==> config.mk <==
export PLATFORM = sky130hd
export DESIGN_NAME = id_stage_pipe
export DESIGN_NICKNAME = d
export VERILOG_FILES = /design/src/rtl/id_pkg.sv /design/src/rtl/id_stage_pipe_regfile.sv /design/src/rtl/id_stage_pipe.sv
export SDC_FILE = /design/constraint.sdc
export NUM_CORES = 1
export LEC_CHECK = 0
export BUFFER_PORTS_ARGS = -buffer_cell sky130_fd_sc_hd__buf_2
export CORE_ASPECT_RATIO = 1.25
export CORE_UTILIZATION = 55
export DETAILED_ROUTE_END_ITERATION = 10
export PLACE_DENSITY = 0.77
export SKIP_CTS_REPAIR_TIMING = 1
export SYNTH_ARGS = -nofsm -noshare
export SYNTH_HDL_FRONTEND = slang
export SYNTH_SLANG_ARGS = --single-unit
==> constraint.sdc <==
create_clock -name clk -period 3.5 [get_ports clk]
set_input_delay 0.175 -clock clk [delete_from_list [all_inputs] [get_ports clk]]
set_output_delay 0.175 -clock clk [all_outputs]
set_load 0.005 [all_outputs]
==> src/rtl/id_pkg.sv <==
// Shared decode-stage constants: instruction field positions, immediate modes
// and the register-selector range helper.
package id_pkg;

  localparam int unsigned REG_AW = 3;
  localparam int unsigned RS_MSB = 10;
  localparam int unsigned RS_LSB = 8;
  localparam int unsigned RT_MSB = 7;
  localparam int unsigned RT_LSB = 5;
  localparam int unsigned RD_MSB = 4;
  localparam int unsigned RD_LSB = 2;
  localparam int unsigned JMP_W  = 11;

  typedef enum logic [1:0] {
    IMM_SEXT5  = 2'd0,
    IMM_ZEXT5  = 2'd1,
    IMM_SEXT8  = 2'd2,
    IMM_SEXT11 = 2'd3
  } imm_mode_e;

  function automatic logic reg_in_range(input logic [REG_AW-1:0] sel,
                                        input int unsigned nregs);
    return 32'(sel) < nregs;
  endfunction

endpackage

==> src/rtl/id_stage_pipe_regfile.sv <==
// Register file with synchronous clear, combinational reads and same-cycle
// write-back bypass; flags writes aimed at non-existent registers.
module regfile_bypass
  import id_pkg::*;
#(
  parameter int unsigned DATA_W = 16,
  parameter int unsigned NREGS  = 8
) (
  input  logic              clk,
  input  logic              rst,
  input  logic              i_we,
  input  logic [REG_AW-1:0] i_wsel,
  input  logic [DATA_W-1:0] i_wdata,
  input  logic [REG_AW-1:0] i_ra1,
  input  logic [REG_AW-1:0] i_ra2,
  output logic [DATA_W-1:0] o_rd1_c,
  output logic [DATA_W-1:0] o_rd2_c,
  output logic              o_wr_oob_c
);

  logic [DATA_W-1:0] r_mem [NREGS];
  logic              w_wr_ok;

  assign w_wr_ok    = i_we & reg_in_range(i_wsel, NREGS);
  assign o_wr_oob_c = i_we & ~reg_in_range(i_wsel, NREGS);

  always_ff @(posedge clk) begin
    if (rst) begin
      for (int i = 0; i < NREGS; i++) r_mem[i] <= '0;
    end else if (w_wr_ok) begin
      for (int i = 0; i < NREGS; i++)
        if (i_wsel == REG_AW'(i)) r_mem[i] <= i_wdata;
    end
  end

  // Out-of-range selectors read as zero; only a real write is bypassed.
  always_comb begin
    o_rd1_c = '0;
    o_rd2_c = '0;
    for (int i = 0; i < NREGS; i++) begin
      if (i_ra1 == REG_AW'(i)) o_rd1_c = r_mem[i];
      if (i_ra2 == REG_AW'(i)) o_rd2_c = r_mem[i];
    end
    if (w_wr_ok && (i_wsel == i_ra1)) o_rd1_c = i_wdata;
    if (w_wr_ok && (i_wsel == i_ra2)) o_rd2_c = i_wdata;
  end

endmodule

==> src/rtl/id_stage_pipe.sv <==
// Instruction-decode stage: operand read, immediate/jump formation, load-use
// hazard detection and the ID/EX pipeline register.
module id_stage_pipe
  import id_pkg::*;
#(
  parameter int unsigned DATA_W  = 16,
  parameter int unsigned NREGS   = 8,
  parameter int unsigned PC_HI_W = 5
) (
  input  logic              clk,
  input  logic              rst,
  input  logic              if_valid,
  input  logic [15:0]       instr,
  input  logic [15:0]       pc,
  input  logic              dec_reg_dst,
  input  logic              dec_is_load,
  input  logic              dec_use_rt,
  input  logic [1:0]        dec_imm_mode,
  input  logic              wb_we,
  input  logic [2:0]        wb_sel,
  input  logic [DATA_W-1:0] wb_data,
  input  logic              ex_stall,
  input  logic              flush,
  output logic              id_ready,
  output logic              ex_valid,
  output logic [DATA_W-1:0] ex_r1,
  output logic [DATA_W-1:0] ex_r2,
  output logic [DATA_W-1:0] ex_imm,
  output logic [DATA_W-1:0] ex_jaddr,
  output logic [2:0]        ex_rd,
  output logic              ex_is_load,
  output logic              err
);

  logic [REG_AW-1:0] w_rs, w_rt;
  logic [DATA_W-1:0] w_r1, w_r2, w_imm, w_jaddr;
  logic              w_wr_oob, w_src_oob, w_hz, w_unused;

  logic              r_ex_valid, r_ex_is_load, r_err;
  logic [DATA_W-1:0] r_ex_r1, r_ex_r2, r_ex_imm, r_ex_jaddr;
  logic [2:0]        r_ex_rd;

  assign w_rs     = instr[RS_MSB:RS_LSB];
  assign w_rt     = instr[RT_MSB:RT_LSB];
  assign w_unused = ^{instr[15:JMP_W], pc};

  regfile_bypass #(.DATA_W(DATA_W), .NREGS(NREGS)) u_rf (
    .clk        (clk),
    .rst        (rst),
    .i_we       (wb_we),
    .i_wsel     (wb_sel),
    .i_wdata    (wb_data),
    .i_ra1      (w_rs),
    .i_ra2      (w_rt),
    .o_rd1_c    (w_r1),
    .o_rd2_c    (w_r2),
    .o_wr_oob_c (w_wr_oob)
  );

  always_comb begin
    w_imm = '0;
    case (imm_mode_e'(dec_imm_mode))
      IMM_SEXT5:  w_imm = {{(DATA_W-5){instr[4]}}, instr[4:0]};
      IMM_ZEXT5:  w_imm = {{(DATA_W-5){1'b0}}, instr[4:0]};
      IMM_SEXT8:  w_imm = {{(DATA_W-8){instr[7]}}, instr[7:0]};
      IMM_SEXT11: w_imm = {{(DATA_W-11){instr[10]}}, instr[10:0]};
    endcase
  end

  assign w_jaddr = DATA_W'({pc[15 -: PC_HI_W], instr[JMP_W-1:0]});

  // A load in EX whose destination feeds this decode forces one bubble.
  assign w_hz = r_ex_valid & r_ex_is_load & if_valid &
                ((r_ex_rd == w_rs) | (dec_use_rt & (r_ex_rd == w_rt)));

  assign w_src_oob = if_valid & (~reg_in_range(w_rs, NREGS) |
                                 (dec_use_rt & ~reg_in_range(w_rt, NREGS)));

  assign id_ready = ~rst & ~ex_stall & ~w_hz;

  always_ff @(posedge clk) begin
    if (rst) begin
      r_ex_valid   <= 1'b0;
      r_ex_r1      <= '0;
      r_ex_r2      <= '0;
      r_ex_imm     <= '0;
      r_ex_jaddr   <= '0;
      r_ex_rd      <= '0;
      r_ex_is_load <= 1'b0;
      r_err        <= 1'b0;
    end else begin
      r_err <= r_err | w_wr_oob | w_src_oob;
      if (flush || (!ex_stall && w_hz)) begin
        r_ex_valid <= 1'b0;
      end else if (!ex_stall) begin
        r_ex_valid   <= if_valid;
        r_ex_r1      <= w_r1;
        r_ex_r2      <= w_r2;
        r_ex_imm     <= w_imm;
        r_ex_jaddr   <= w_jaddr;
        r_ex_rd      <= dec_reg_dst ? instr[RD_MSB:RD_LSB] : instr[RT_MSB:RT_LSB];
        r_ex_is_load <= dec_is_load;
      end
    end
  end

  assign ex_valid   = r_ex_valid;
  assign ex_r1      = r_ex_r1;
  assign ex_r2      = r_ex_r2;
  assign ex_imm     = r_ex_imm;
  assign ex_jaddr   = r_ex_jaddr;
  assign ex_rd      = r_ex_rd;
  assign ex_is_load = r_ex_is_load;
  assign err        = r_err;

endmodule

==> flow_summary_export.csv, run 1 <==
group,metric,value,unit
synthesis,synth_cell_type_count,44,
cells_and_area,layout.area.seq,5020,sq um
sta,tns,0,ns
worst_setup_path,crit_fanout,27,
synthesis,post_synth_inst_count,971,
worst_setup_path,r2r_path_end,"ex_imm[1]$_SDFFE_PP0P_",
sta,period_needed,2.12,ns
die,core.rowCount,54,
sta,timing_max_transition_violations_final,0,
sta,finalHoldWorstSlack,-0.0326,ns
clocking,total_clock_sinks,187,
outcome,run_status,"finished, violations left",
sta,finClkSkew,0.0107,ns
worst_setup_path,timing.critical_path.slowest_stage_cell,"nand4_2",
synthesis,synthFlopType,"edfxtp_1",
grt,grt_start_max_net_pins,50,
die,die_h,151,microns
synthesis,synth_edf_count,128,
grt,grt_util_met2,49.2,%
grt,track_usage,29.8,%
grt,grt_first_pass_wirelength,40900,microns
worst_setup_path,critPathCaptureType,"flop",
routing,wl_per_cell,21.2,microns
clocking,tritoncts,"built",
worst_setup_path,worst-endpoint-arrival,2.41,ns
clocking,clk_path_buf_depth,2,
worst_setup_path,rrSetupSlack,1.39,ns
die,floorplan.die.width,121,microns
grt,grt_use_met3,5.61,%
worst_hold_path,timing.hold.worst.class,"primary input to flop",
synthesis,yosysWarningCount,0,
place,place.port_buffers,115,
clocking,clock_latency,0.44,ns
sta,layout_worst_path_cycle_share,60.5,%
grt,groute.layer.met1.usage,38.5,%
routing,detail-route-antenna-nets,0,
grt,antenna_found_initial,0,
run,max-cap-violations,0,
outcome,violations,"hold timing",
place,placed_cell_area,10500,sq um
power_and_ir_drop,vdd_drop_max,360,uV
worst_setup_path,worstReg2RegStart,"ex_rd[0]$_SDFFE_PP0P_",
cells_and_area,fraction_of_final_layout_cells_with_drive_strength_greater_than_1,22.8,%
die,io-pin-count,133,
synthesis,syn-mean-instance-area,10.1,sq um
place,place.gp.congestion,0.879,
routing,drt-pass1-iter-count,6,
sta,max_freq,473,MHz
cells_and_area,n_antenna_cell,0,
clocking,ctsRootBufferMaster,"clkbuf_16",
routing,drc,0,
cells_and_area,most-common-layout-cells,"nor2_1 (187), edfxtp_1 (128), buf_2 (115)",
cells_and_area,syn_to_final_growth,13.9,%
sta,timing_hold_violations_final,2,
worst_setup_path,crit_path_max_incr_delay,0.70,ns
synthesis,mappedNetlistNets,1033,
worst_setup_path,critPathRequiredTime,3.80,ns
power_and_ir_drop,power,5.31,mW
cells_and_area,layout.filler_cells,1385,
sta,rsz0062_at_grt,"false",
sta,final_setup_viols,0,
grt,grt_pass1_vias,7323,
synthesis,fraction_of_registers_with_async_set_or_reset_after_synthesis,0,%
clocking,cts_htree_levels,4,
routing,number_of_drc_markers_in_iteration_0,1203,
cells_and_area,mostFrequentLayoutCell,"nor2_1",
cells_and_area,finalNetCount,1117,
cells_and_area,final_design_area_no_fill,11100,sq um
worst_setup_path,criticalPathCategory,"primary input to flop",
routing,vias,8230,
place,dp_hpwl,17900,microns
cells_and_area,final_core_utilization,63.9,%
synthesis,synth_sequential_area_ratio,51.4,%
grt,globalRoute.busiestLayer,"met2",
power_and_ir_drop,total_leakage_power,4.37,nW
die,core_area,17400,sq um
clocking,clk_pin_slew,0.07,ns
sta,worst_slew_margin_rel,33.0,%
synthesis,synthesis.area,9770,sq um
worst_setup_path,reg2regPathDepth,6,
grt,overflow,0,
power_and_ir_drop,power_density,477,nW/um^2
clocking,cts_buffers,17,
die,starting_utilization_of_the_core_area,56.1,%
routing,finalWirelength,27400,microns
cells_and_area,multi_input_comb_area,4190,sq um
synthesis,ys_seq_elements,187,
die,fp.dieArea,18300,sq um
worst_setup_path,worst_setup_path_startpoint,"instr[5]",
worst_setup_path,crit_end,"ex_r2[7]$_SDFFE_PP0P_",
sta,timing_worst_slew_pin_value,1.01,ns
routing,vias_per_cell,6.37,
worst_setup_path,timing.critical_path.from_type,"primary input",
worst_setup_path,crit_chain,"buf_2, xnor2_1, nand4_2, mux2_2, a31oi_1, a211oi_2",
cells in the mapped netlist (all sizes together) (8+ instances only):
master	instances	area share (%)
dfxtp	59	12
a221oi	8	0.72
a21oi	32	1.6
nand2	55	2.1
a211oi	21	2.6
nand2b	25	1.6
nor2b	18	1.2
o221ai	21	1.9
mux2i	37	3.8
mux2	34	3.9
o21ai	55	2.8
nand3	10	0.51
a22oi	45	3.5
a31oi	22	1.4
edfxtp	128	39
and3b	18	1.6
clkbuf	44	1.7
xnor2	9	0.81
o211ai	19	1.5
buf	51	3.2
inv	20	0.77
nor2	187	7.2
a311oi	14	1.3
power breakdown:
group          internal [mW]  total [mW]  switching [mW]  leakage (nW)
clock                   1.07        1.94           0.866         0.296
sequential              2.52        2.60          0.0817          1.72
combinational          0.295       0.770           0.476          2.35
sequential cells by signal, summed over array words and instances, names as in the netlist:
name,count
ex_valid,1
ex_rd,3
ex_jaddr,11
u_rf.r_mem,128
ex_r2,16
ex_r1,16
ex_is_load,1
ex_imm,11
worst min path at each step:
stage | from | slack, ns | cells past startpoint | to
after CTS | flush | -0.09 | 2 | ex_valid$_SDFFE_PP0N_
after global placement | flush | 0.36 | 2 | ex_valid$_SDFFE_PP0N_
final | pc[12] | -0.03 | 3 | ex_jaddr[12]$_SDFFE_PP0P_
after detailed placement | flush | 0.36 | 2 | ex_valid$_SDFFE_PP0N_
after floorplan | flush | 0.25 | 1 | ex_valid$_SDFFE_PP0N_
after global routing | dec_is_load | 0.003 | 3 | ex_is_load$_SDFFE_PP0P_
final cells by class:
type	instances	area share, %
inverter	21	0.708
multi-input combinational	668	37.7
clock inverter	11	0.944
sequential	187	45.1
tap	224	2.52
clock buffer	21	4.33
timing repair buffer	160	8.72
through the flow:
stage / setup slack, ns / cells
after global placement: 1.05 / 1252
after floorplan: 1.67 / 971
after CTS: 1.39 / 1284
after detailed placement: 0.955 / 1252
after global routing: 1.29 / 1292
final: 1.38 / 1292
worst max-delay path, delay by kind of cell:
family,cells,cell delay (ns)
and+or+nand+nor,1,0.70
muxes,1,0.55
AOI/OAI and AO/OA,2,0.39
buffers and inverters,1,0.38
xor gates and xnor gates,1,0.20
cell families after synthesis:
logic type      count (synthesis)  share of synthesized area [%]
compound gates                249                           18.4
other cells                     1                         0.0384
xor+xnor                       12                           1.08
simple gates                  335                           15.6
flops                         187                           51.4
mux                            71                           7.71
buf+inv                       116                           5.75
per-layer routing:
metal  wire length [microns]  vias to the layer above
li1                        -                     3726
met2                   13000                      565
met3                    2720                       72
met4                     788                        0
met1                   11000                     3867
met5                       0                        -
Note: power is estimated with default switching activity, not from simulation.
==> inputs of run 2 (changes only) <==
==> constraint.sdc (replaced) <==
create_clock -name clk -period 2 [get_ports clk]
set_input_delay 0.1 -clock clk [delete_from_list [all_inputs] [get_ports clk]]
set_output_delay 0.1 -clock clk [all_outputs]
set_load 0.005 [all_outputs]
==> run 2 against run 1 <==
Sequential cell count stayed put. Critical endpoint is now ex_imm[6]$_SDFFE_PP0P_. Combinational power rose by 86%. Die area did not move. Largest power group unchanged. Via count rose by 1.5%. Critical path type is now flop to flop. Design area increased by 4.3%. The run still ends with hold timing left. Hold slack better by 0.026 ns.
==> flow_summary_export.csv, run 2 (synthesized netlist as in run 1, its figures left out) <==
group,metric,value,unit
place,place.gp.congestion,0.885,
power_and_ir_drop,power_frac_seq,48.7,%
die,io-pin-count,133,
die,floorplan.die.width,121,microns
cells_and_area,n_antenna_cell,0,
cells_and_area,number_of_flip_flops_in_the_largest_register,128,
grt,overflow,0,
cells_and_area,mostFrequentLayoutCell,"nor2_1",
place,dp_hpwl,19700,microns
sta,rsz0062_at_grt,"true",
place,placed_cell_area,10900,sq um
clocking,cts_htree_levels,4,
sta,tns,0,ns
power_and_ir_drop,total_leakage_power,4.65,nW
cells_and_area,most-common-layout-cells,"nor2_1 (187), edfxtp_1 (128), buf_2 (115)",
die,die_h,151,microns
power_and_ir_drop,p_int,6.92,mW
die,core.rowCount,54,
place,placed_cells_incl_taps,1297,
grt,grt_pass1_vias,7643,
cells_and_area,fraction_of_final_layout_cells_with_drive_strength_greater_than_1,26.0,%
cells_and_area,syn_to_final_growth,18.8,%
worst_setup_path,critPathTopFamily,"simple AND/OR/NAND/NOR gates",
clocking,total_clock_sinks,187,
outcome,violations,"hold timing",
power_and_ir_drop,power_density,809,nW/um^2
worst_setup_path,crit_path_max_incr_delay,0.50,ns
sta,worst_slew_margin_rel,46.6,%
worst_setup_path,timing.critical_path.slowest_stage_cell,"or4_4",
worst_setup_path,worst-endpoint-arrival,2.23,ns
worst_setup_path,worstReg2RegStart,"ex_valid$_SDFFE_PP0N_",
grt,grt_start_max_net_pins,54,
clocking,clk_path_buf_depth,2,
cells_and_area,register_with_the_most_flip_flops,"u_rf.r_mem",
worst_setup_path,worstPathBufferInverterCount,1,
sta,max_freq,525,MHz
routing,drc,0,
clocking,ctsRootBufferMaster,"clkbuf_16",
power_and_ir_drop,power_switching,2.47,mW
place,place.port_buffers,115,
cells_and_area,final_core_utilization,66.6,%
cells_and_area,final_design_area_no_fill,11600,sq um
routing,vias,8357,
routing,finalWirelength,27600,microns
worst_setup_path,crit_chain,"nand3_1, or4_4, o211a_4, buf_4, a311oi_1",
routing,number_of_drc_markers_in_iteration_0,920,
sta,finalHoldWorstSlack,-0.00632,ns
sta,finClkSkew,0.0119,ns
clocking,clk_pin_slew,0.07,ns
worst_setup_path,crit_fanout,15,
sta,timing_hold_violations_final,1,
cells_and_area,finalNetCount,1167,
worst_setup_path,worst_setup_path_startpoint,"ex_valid$_SDFFE_PP0N_",
run,max-cap-violations,0,
cells_and_area,final_cell_count_no_fill,1342,
sta,timing_worst_slew_pin_value,0.799,ns
routing,wl_per_cell,20.6,microns
sta,timing_max_transition_violations_final,0,
clocking,tritoncts,"built",
clocking,clock_latency,0.44,ns
grt,antenna_found_initial,0,
sta,period_needed,1.90,ns
clocking,cts_buffers,17,
worst_hold_path,timing.hold.worst.class,"primary input to flop",
cells_and_area,layout.filler_cells,1321,
worst_setup_path,criticalPathCategory,"flop to flop",
power_and_ir_drop,power.share.switching,26.3,%
outcome,run_status,"finished, violations left",
grt,track_usage,30.0,%
routing,detail-route-antenna-nets,0,
power_and_ir_drop,vdd_drop_max,605,uV
die,fp.dieArea,18300,sq um
die,starting_utilization_of_the_core_area,56.1,%
sta,layout_worst_path_cycle_share,95.2,%
routing,vias_per_cell,6.23,
worst_setup_path,critPathCaptureType,"flop",
power_and_ir_drop,power_frac_comb,15.2,%
worst_hold_path,hold_path_startpoint,"wb_data[15]",
sta,final_setup_viols,0,
worst_setup_path,critPathRequiredTime,2.33,ns
routing,drt-pass1-iter-count,6,
power_and_ir_drop,power_frac_clock,36.1,%
die,core_area,17400,sq um
grt,grt_first_pass_wirelength,41400,microns
worst_setup_path,timing.critical_path.from_type,"flop",
-- run 2: cell types whose count changed in the layout (fill, tap and decap cells not counted), sizes merged --
cell / before / now
bufinv: 1 / 2
clkinv: 4 / 3
buf: 152 / 197
dlygate4sd3: 8 / 12
o211a: 1 / 2
-- run 2: power groups by stage --
| stage | clock network [mW] | logic, mW | registers [mW] |
|---|---|---|---|
| finish | 3.39 | 1.43 | 4.57 |
| global route | 3.57 | 1.54 | 4.59 |
| CTS | 3.43 | 1.39 | 4.56 |
| detailed placement | 0 | 1.37 | 4.64 |
| global placement | 0 | 1.34 | 4.62 |
| floorplan | 0 | 0.858 | 4.60 |
-- run 2: layer usage --
| layer | vias up | GRT usage (%) | wire [microns] |
|---|---|---|---|
| li1 | 3817 | - | - |
| met1 | 4022 | 37.5 | 11100 |
| met2 | 451 | 51.0 | 13400 |
| met3 | 67 | 5.69 | 2310 |
| met4 | 0 | 12.2 | 837 |
| met5 | - | 0 | 0 |
-- run 2: path summary, 6_finish.rpt --
check,to,slack (ns),cells after the start
worst max-delay path,ex_imm[6]$_SDFFE_PP0P_,0.1,5
worst min-delay path,ex_r1[15]$_SDFFE_PP0P_,-0.006,3
worst max register to register,ex_imm[6]$_SDFFE_PP0P_,0.1,5
worst min register to register,ex_r1[4]$_SDFFE_PP0P_,0.45,2
-- run 2: tightest hold or removal path: cells and delay by family --
family / cells / cell delay [ns]
simple gates: 1 / 0.10
compound gates: 1 / 0.06
buf+inv: 1 / 0.11
-- run 2: metrics by stage --
stage | setup slack [ns] | hold WS [ns] | total power [mW]
6_report | 0.0951 | -0.00632 | 9.39
5_1_grt | -0.0164 | 0.00532 | 9.70
4_1_cts | 0.0435 | -0.168 | 9.38
3_5_place_dp | 0.0585 | 0.288 | 6.02
3_3_place_gp | 0.133 | 0.283 | 5.97
2_1_floorplan | 0.173 | 0.177 | 5.46
-- run 2: area by class of cell --
type / count / area, sq um / area share (%)
clock buffers: 21 / 493 / 4.24
repair buffers: 209 / 1420 / 12.3
flip-flops and latches: 187 / 5020 / 43.3
inverters: 21 / 78.8 / 0.679
multi-input cells: 669 / 4210 / 36.2
well taps: 224 / 280 / 2.41
clock inverters: 11 / 106 / 0.916
